`src/rtl/bcd_decoder_pkg.sv`:
```
`default_nettype none
// ============================================================================
//  Module   : bcd_decoder_pkg
//  Purpose  : Shared widths and helper functions for the registered 3-to-8
//             decoder: one-hot decode of a 3-bit selector and the idle
//             (inactive) output pattern for either output polarity.
//  Revision : 1.0 - initial release
// ============================================================================
package bcd_decoder_pkg;

  localparam int SEL_W = 3;
  localparam int OUT_W = 8;

  // Bit index of the single set bit equals the selector value.
  function automatic logic [OUT_W-1:0] onehot3to8(input logic [SEL_W-1:0] sel);
    return OUT_W'(1) << sel;
  endfunction

  // Pattern driven when nothing is selected: all bits deasserted, which is
  // all-ones for an active-low output.
  function automatic logic [OUT_W-1:0] inactive_pattern(input logic active_low);
    return active_low ? {OUT_W{1'b1}} : {OUT_W{1'b0}};
  endfunction

endpackage : bcd_decoder_pkg
`default_nettype wire

```
`src/rtl/bcd_decoder_core.sv`:
```
`default_nettype none
// ============================================================================
//  Module   : bcd_decoder_core
//  Purpose  : Purely combinational 3-to-8 decode with output polarity.
//  Params   : ACTIVE_LOW - 0: selected bit is 1; 1: all bits inverted
//  Ports    : sel [2:0] in  - binary selector
//             dec [7:0] out - one-hot (or one-cold) decode of sel
//  Revision : 1.0 - initial release
// ============================================================================
module bcd_decoder_core
  import bcd_decoder_pkg::*;
#(
  parameter int ACTIVE_LOW = 0
) (
  input  logic [SEL_W-1:0] sel,
  output logic [OUT_W-1:0] dec
);

  localparam logic c_invert = (ACTIVE_LOW != 0);

  logic [OUT_W-1:0] w_onehot;

  assign w_onehot = onehot3to8(sel);
  assign dec      = c_invert ? ~w_onehot : w_onehot;

endmodule : bcd_decoder_core
`default_nettype wire

```
`src/rtl/bcd_decoder_3to8.sv`:
```
`default_nettype none
// ============================================================================
//  Module   : bcd_decoder_3to8
//  Purpose  : Registered 3-to-8 line decoder with enable gating and optional
//             code-change statistics.
//  Params   : ACTIVE_LOW - output polarity (0: active-high, 1: 74x138 style)
//             CNT_W      - width of the saturating code-change counter
//  Macro    : BCD_DECODER_STATS_EN - when defined, builds the changed pulse
//             and chg_cnt counter; otherwise both outputs are tied to 0.
//  Ports    : clk      in   - clock, rising edge
//             rst_n    in   - asynchronous active-low reset
//             en       in   - decode enable
//             a, b, c  in   - selector, a is the MSB
//             out      out  - registered decode, bit index = {a,b,c}
//             valid    out  - registered copy of en
//             code     out  - registered selector (holds while en=0)
//             changed  out  - one-cycle pulse on a new valid code
//             chg_cnt  out  - saturating count of changed pulses
//  Revision : 1.0 - initial release
// ============================================================================
module bcd_decoder_3to8
  import bcd_decoder_pkg::*;
#(
  parameter int ACTIVE_LOW = 0,
  parameter int CNT_W      = 16
) (
  input  logic             clk,
  input  logic             rst_n,
  input  logic             en,
  input  logic             a,
  input  logic             b,
  input  logic             c,
  output logic [OUT_W-1:0] out,
  output logic             valid,
  output logic [SEL_W-1:0] code,
  output logic             changed,
  output logic [CNT_W-1:0] chg_cnt
);

  localparam logic [OUT_W-1:0] c_idle = inactive_pattern(ACTIVE_LOW != 0);

  logic [SEL_W-1:0] w_sel;
  logic [OUT_W-1:0] w_dec;
  logic [OUT_W-1:0] w_out_next;

  logic [OUT_W-1:0] r_out;
  logic             r_valid;
  logic [SEL_W-1:0] r_code;

  assign w_sel = {a, b, c};

  bcd_decoder_core #(
    .ACTIVE_LOW (ACTIVE_LOW)
  ) u_core (
    .sel (w_sel),
    .dec (w_dec)
  );

  assign w_out_next = en ? w_dec : c_idle;

  always_ff @(posedge clk or negedge rst_n) begin
    if (!rst_n) begin
      r_out   <= c_idle;
      r_valid <= 1'b0;
      r_code  <= '0;
    end else begin
      r_out   <= w_out_next;
      r_valid <= en;
      if (en) begin
        r_code <= w_sel;
      end
    end
  end

  assign out   = r_out;
  assign valid = r_valid;
  assign code  = r_code;

`ifdef BCD_DECODER_STATS_EN
  logic             w_changed;
  logic             r_changed;
  logic [CNT_W-1:0] r_cnt;

  // A sample is "new" if the previous cycle held no valid code (after reset
  // or en=0) or if it differs from the last captured code.
  assign w_changed = en && (!r_valid || (w_sel != r_code));

  always_ff @(posedge clk or negedge rst_n) begin
    if (!rst_n) begin
      r_changed <= 1'b0;
      r_cnt     <= '0;
    end else begin
      r_changed <= w_changed;
      if (w_changed && (r_cnt != {CNT_W{1'b1}})) begin
        r_cnt <= r_cnt + CNT_W'(1);
      end
    end
  end

  assign changed = r_changed;
  assign chg_cnt = r_cnt;
`else
  assign changed = 1'b0;
  assign chg_cnt = '0;
`endif

endmodule : bcd_decoder_3to8
`default_nettype wire

```
`config.mk`:
```
export PLATFORM = sky130hd
export DESIGN_NAME = bcd_decoder_3to8
export DESIGN_NICKNAME = d
export VERILOG_FILES = /design/src/rtl/bcd_decoder_pkg.sv /design/src/rtl/bcd_decoder_core.sv /design/src/rtl/bcd_decoder_3to8.sv
export SDC_FILE = /design/constraint.sdc
export NUM_CORES = 1
export LEC_CHECK = 0
export ABC_AREA = 0
export ABC_CLOCK_PERIOD_IN_PS = 1000
export BUFFER_PORTS_ARGS = -buffer_cell sky130_fd_sc_hd__buf_2
export CAP_MARGIN = 20
export CORE_AREA = 2 2 42 44
export CTS_CLUSTER_DIAMETER = 150
export DETAILED_ROUTE_END_ITERATION = 8
export DIE_AREA = 0 0 44 46
export PLACE_DENSITY_LB_ADDON = 0.25
export SYNTH_ARGS = -nofsm -noshare
export SYNTH_HDL_FRONTEND = slang
export SYNTH_HIERARCHICAL = 1
export SYNTH_SLANG_ARGS = --single-unit
```
`constraint.sdc`:
```
create_clock -name clk -period 1 [get_ports clk]
set_input_delay 0.2 -clock clk [delete_from_list [all_inputs] [get_ports clk]]
set_output_delay 0.2 -clock clk [all_outputs]
set_load 0.02 [all_outputs]
```
==> results of run 1 <==
-- cells by family (layout without fill, tap and decap cells) --
logic type / Yosys count / count (layout)
muxes: 3 / 3
DFF: 12 / 12
other: 1 / 17
buffers and inverters: 18 / 24
and+or+nand+nor: 16 / 16
-- what timing repair did --
item	4_1_cts	5_1_grt
endpoints found under the hold margin	12	0
resized for setup	8	16
endpoints found under the setup margin	4	12
pin swaps	0	0
setup buffers	2	0
hold buffers	1	0
-- worst min-delay path by stage --
stage               start      end  slack, ps  depth (start not counted)
finish                 en    valid        160                          1
global route           en    valid        140                          1
CTS                    en    valid        150                          1
detailed placement  rst_n   out[6]         80                          1
global placement    rst_n   out[6]         80                          1
floorplan           rst_n  code[0]       -100                          0
-- where the power goes --
| part | total (W) | leakage, nW | switching [W] | internal (W) |
|---|---|---|---|---|
| registers | 0.000520 | 0.156 | 0.0000128 | 0.000508 |
| clock network | 0.000367 | 0.0210 | 0.000146 | 0.000221 |
| logic | 0.000221 | 0.240 | 0.000131 | 0.0000906 |
| total | 0.00111 | 0.417 | 0.000289 | 0.000819 |
-- cells in the mapped netlist --
cell,instances,area [sq um]
and3_2,1,7.51
mux2_2,1,11.3
nor3_1,1,5.00
mux2_4,2,30.0
buf_6,1,11.3
and2_2,6,45.0
nor3b_1,3,22.5
dfrtp_1,12,300
and2_1,2,12.5
and3b_2,3,30.0
conb_1,1,3.75
buf_4,17,128
-- per-layer routing --
layer / GRT usage [%] / routed length [um]
met3: 5.95 / 64
met5: 0 / 0
met4: 5.45 / 17
met1: 9.29 / 299
met2: 14.7 / 451
-- layout by cell type, fill, tap and decap left out --
master,netlist,routed
mux2_2,1,1
and2_1,2,2
dfrtp_1,12,12
mux2_4,2,2
clkbuf_8,0,1
conb_1,1,17
buf_2,0,5
and3b_2,3,3
and3_2,1,1
buf_6,1,12
clkbuf_4,0,3
nor3b_1,3,3
and2_2,6,6
dlygate4sd3_1,0,1
nor3_1,1,1
buf_4,17,2
-- flip-flops by register name (all words and copies together), names as in the netlist --
register,count
code,3
valid,1
out,8
-- through the flow --
step | instance area (sq um) | setup slack (ps) | TNS [ps] | cells
floorplan | 667 | 165 | 0 | 66
global placement | 634 | 135 | 0 | 82
detailed placement | 634 | 113 | 0 | 82
CTS | 721 | -9.66 | -17.3 | 89
global route | 771 | -39.3 | -164 | 89
finish | 771 | 10.9 | 0 | 89
-- layout make-up --
class                      count  area, sq um  area share, %
tap                           17         21.3           2.76
timing repair buffer          20          185           24.0
clock buffer                   4         36.3           4.71
multi-input combinational     36          228           29.5
sequential                    12          300           39.0
==> flow_summary.json, run 1 <==
{
  "hold_viol": 0,
  "syn2layout_area_growth_pct": 27.0,
  "vias": 364,
  "reg2reg_depth": 2,
  "cp.arrival_ps": 790,
  "via_per_inst": 4.09,
  "die-area_sq_um": 2020,
  "cts_sinks": 12,
  "synth_top_family_by_area": "buffers and inverters",
  "end_kind": "output pin",
  "grt_pass1_vias": 294,
  "synth_compound_area_share_pct": 0,
  "clk_latency_ps": 260,
  "drc": 0,
  "hold_class": "in2reg",
  "die_w_um": 44,
  "antenna_found_initial": 0,
  "cts_buffers": 3,
  "wl_per_cell_um": 9.36,
  "avgSynthCellArea_sq_um": 12.1,
  "worstPathMaxFanout": 2,
  "finalMaxSlewViolations": 0,
  "synth-adder-area-share_pct": 0,
  "synth_cells": 50,
  "worstReg2RegEnd": "code[0]",
  "hold_ws_ps": 163,
  "drive_gt1_share_pct": 50.0,
  "finalClockSkew_ps": 0,
  "synthDistinctLibCells": 12,
  "max_clock_freq_mhz": 1010,
  "crit_start": "code[0]",
  "rsz0062_at_grt": "true",
  "yosysSeqAreaShare_pct": 49.5,
  "gp_congestion": 0.585,
  "critPathMaxStageDelay_ps": 390,
  "num_antenna_cells": 0,
  "rows": 15,
  "grt_max_degree": 13,
  "cp_num_cells": 1,
  "irDropWorstVdd_mv": 0.939,
  "status": "finished clean",
  "syn-cell-area_sq_um": 607,
  "finish.net_count": 79,
  "drt_iter0_markers": 1,
  "cts_tree": "yes",
  "grt_first_pass_wirelength_mm": 1.27,
  "cp_slowest_cell": "dfrtp_1",
  "nFillCells": 163,
  "clk_transition_reported_paths_ps": 70,
  "cts-htree-levels": 1,
  "io_pins": 35,
  "drv_cap": 0,
  "rrSetupSlack_ps": 100,
  "fin_crit_ps": 989,
  "fp.dieH_um": 46,
  "grtUsageTotal_pct": 9.33,
  "synthXorXnorAreaFrac_pct": 0,
  "synthSimpleGateAreaFrac_pct": 20.2,
  "routed_wl_um": 833,
  "reg2reg_from": "code[0]",
  "synthMuxAreaShare_pct": 6.80,
  "power_leakage_nw": 0.417,
  "overflow": 0,
  "worstPathRequired_ps": 800,
  "worstSetupPathType": "reg2out",
  "crit_family": "flip-flops",
  "power.density_nw_per_um2": 1440,
  "crit_chain": "buf_6",
  "ys_warn_count": 6,
  "fin_crit_sh_pct": 98.9,
  "dr.pass1.iters": 2,
  "crit_path_start_kind": "flip-flop",
  "ant_nets": 0,
  "start_util_pct": 37.6,
  "root_buffer": "clkbuf_4",
  "clockBufferDepth": 2,
  "final_util_pct": 47.8,
  "fp.coreArea_sq_um": 1610,
  "portBuffers": 17,
  "crit_path_end": "code[0]",
  "worst-path-buf-inv": 1,
  "synth-seq-cells": 12,
  "power.total_w": 0.00111,
  "setup_viol": 0
}
No activity file was read; power rests on OpenSTA's default activity.
==> run 2: changes to the inputs <==
Settings changed: RECOVER_POWER set to 25.
==> flow_summary.json, run 2 (synthesis results as in run 1) <==
{
  "power.density_nw_per_um2": 1440,
  "num_antenna_cells": 0,
  "drt_iter0_markers": 1,
  "clockBufferDepth": 2,
  "fin_cells": 89,
  "hold_viol": 0,
  "crit_path_start_kind": "flip-flop",
  "fin_crit_ps": 991,
  "cp_slowest_cell": "dfrtp_1",
  "overflow": 0,
  "cts_tree": "yes",
  "clk_transition_reported_paths_ps": 70,
  "worst-path-buf-inv": 1,
  "vias": 365,
  "drc": 0,
  "grt_first_pass_wirelength_mm": 1.27,
  "dpl_worst_slack_ps": 113,
  "grt_max_degree": 13,
  "irDropWorstVdd_mv": 0.939,
  "grt_pass1_vias": 294,
  "antenna_found_initial": 0,
  "setup_tns_ps": 0,
  "crit_chain": "buf_6",
  "rows": 15,
  "rsz0062_at_grt": "true",
  "syn2layout_area_growth_pct": 26.8,
  "crit_family": "flip-flops",
  "max_clock_freq_mhz": 1010,
  "setup_ws_ps": 8.99,
  "status": "finished clean",
  "cts-htree-levels": 1,
  "die_w_um": 44,
  "worstPathRequired_ps": 800,
  "worstPathMaxFanout": 2,
  "start_util_pct": 37.6,
  "io_pins": 35,
  "setup_viol": 0,
  "via_per_inst": 4.10,
  "power_leakage_nw": 0.413,
  "wl_per_cell_um": 9.35,
  "ant_nets": 0,
  "routed_wl_um": 832,
  "portBuffers": 17,
  "clk_latency_ps": 260,
  "largest_register_ffs": 8,
  "finalMaxSlewViolations": 0,
  "fin_crit_sh_pct": 99.1,
  "worstSetupPathType": "reg2out",
  "drive_gt1_share_pct": 48.6,
  "finish.net_count": 79,
  "end_kind": "output pin",
  "die-area_sq_um": 2020,
  "finalClockSkew_ps": 0,
  "gp_congestion": 0.585,
  "cp.arrival_ps": 790,
  "place_inst": 82,
  "root_buffer": "clkbuf_4",
  "hold_ws_ps": 263,
  "fp.coreArea_sq_um": 1610,
  "cts_sinks": 12,
  "grtUsageTotal_pct": 9.33,
  "mostFrequentLayoutCell": "conb_1",
  "hold_class": "in2reg",
  "critPathMaxStageDelay_ps": 390,
  "cts_buffers": 3,
  "dr.pass1.iters": 2,
  "drv_cap": 0,
  "final_cell_mix": "conb_1 (17), dfrtp_1 (12), buf_6 (12), and2_2 (6), buf_2 (4)",
  "fp.dieH_um": 46
}
[run 2: final timing paths]
path | from | end | slack (ps) | cells past startpoint
worst max-delay path | code[0] | code[0] | 9 | 1
worst max register to register | code[0] | code[0] | 100 | 2
worst min register to register | code[2] | code[2] | 540 | 1
min in group asynchronous | rst_n | out[7] | 320 | 2
max in group asynchronous | rst_n | code[2] | 480 | 2
worst min-delay path | en | valid | 260 | 1
[run 2: stage by stage]
stage               utilization (%)  power, W  cell area, sq um
finish                         47.7   0.00111               769
global route                   47.7   0.00118               769
CTS                            44.7   0.00112               721
detailed placement             39.3  0.000705               634
global placement               39.3  0.000702               634
floorplan                         -  0.000704               667
[run 2: cell type report]
type | instances | area [sq um]
Tap cell | 17 | 21.3
Sequential cell | 12 | 300
Clock buffer | 4 | 36.3
Multi-Input combinational cell | 36 | 228
Fill cell | 164 | 845
Timing Repair Buffer | 20 | 184
[run 2: where the power goes]
part	leakage (nW)	switching, W	total, W	internal (W)
Combinational	0.235	0.000131	0.000220	0.0000898
Clock	0.0210	0.000146	0.000367	0.000221
Sequential	0.156	0.0000129	0.000521	0.000508
[run 2: per-layer routing]
metal	wire length (um)	GRT usage, %	vias to the layer above
li1	-	-	169
met1	299	9.29	175
met5	0	0	-
met4	17	5.45	0
met2	450	14.7	19
met3	64	5.95	2
[run 2: what timing repair did]
item | in CTS | in global routing
endpoints found under the setup margin | 4 | 12
hold buffers | 1 | 0
gates resized for setup | 8 | 16
hold endpoints to repair | 12 | 0
setup buffers | 2 | 0
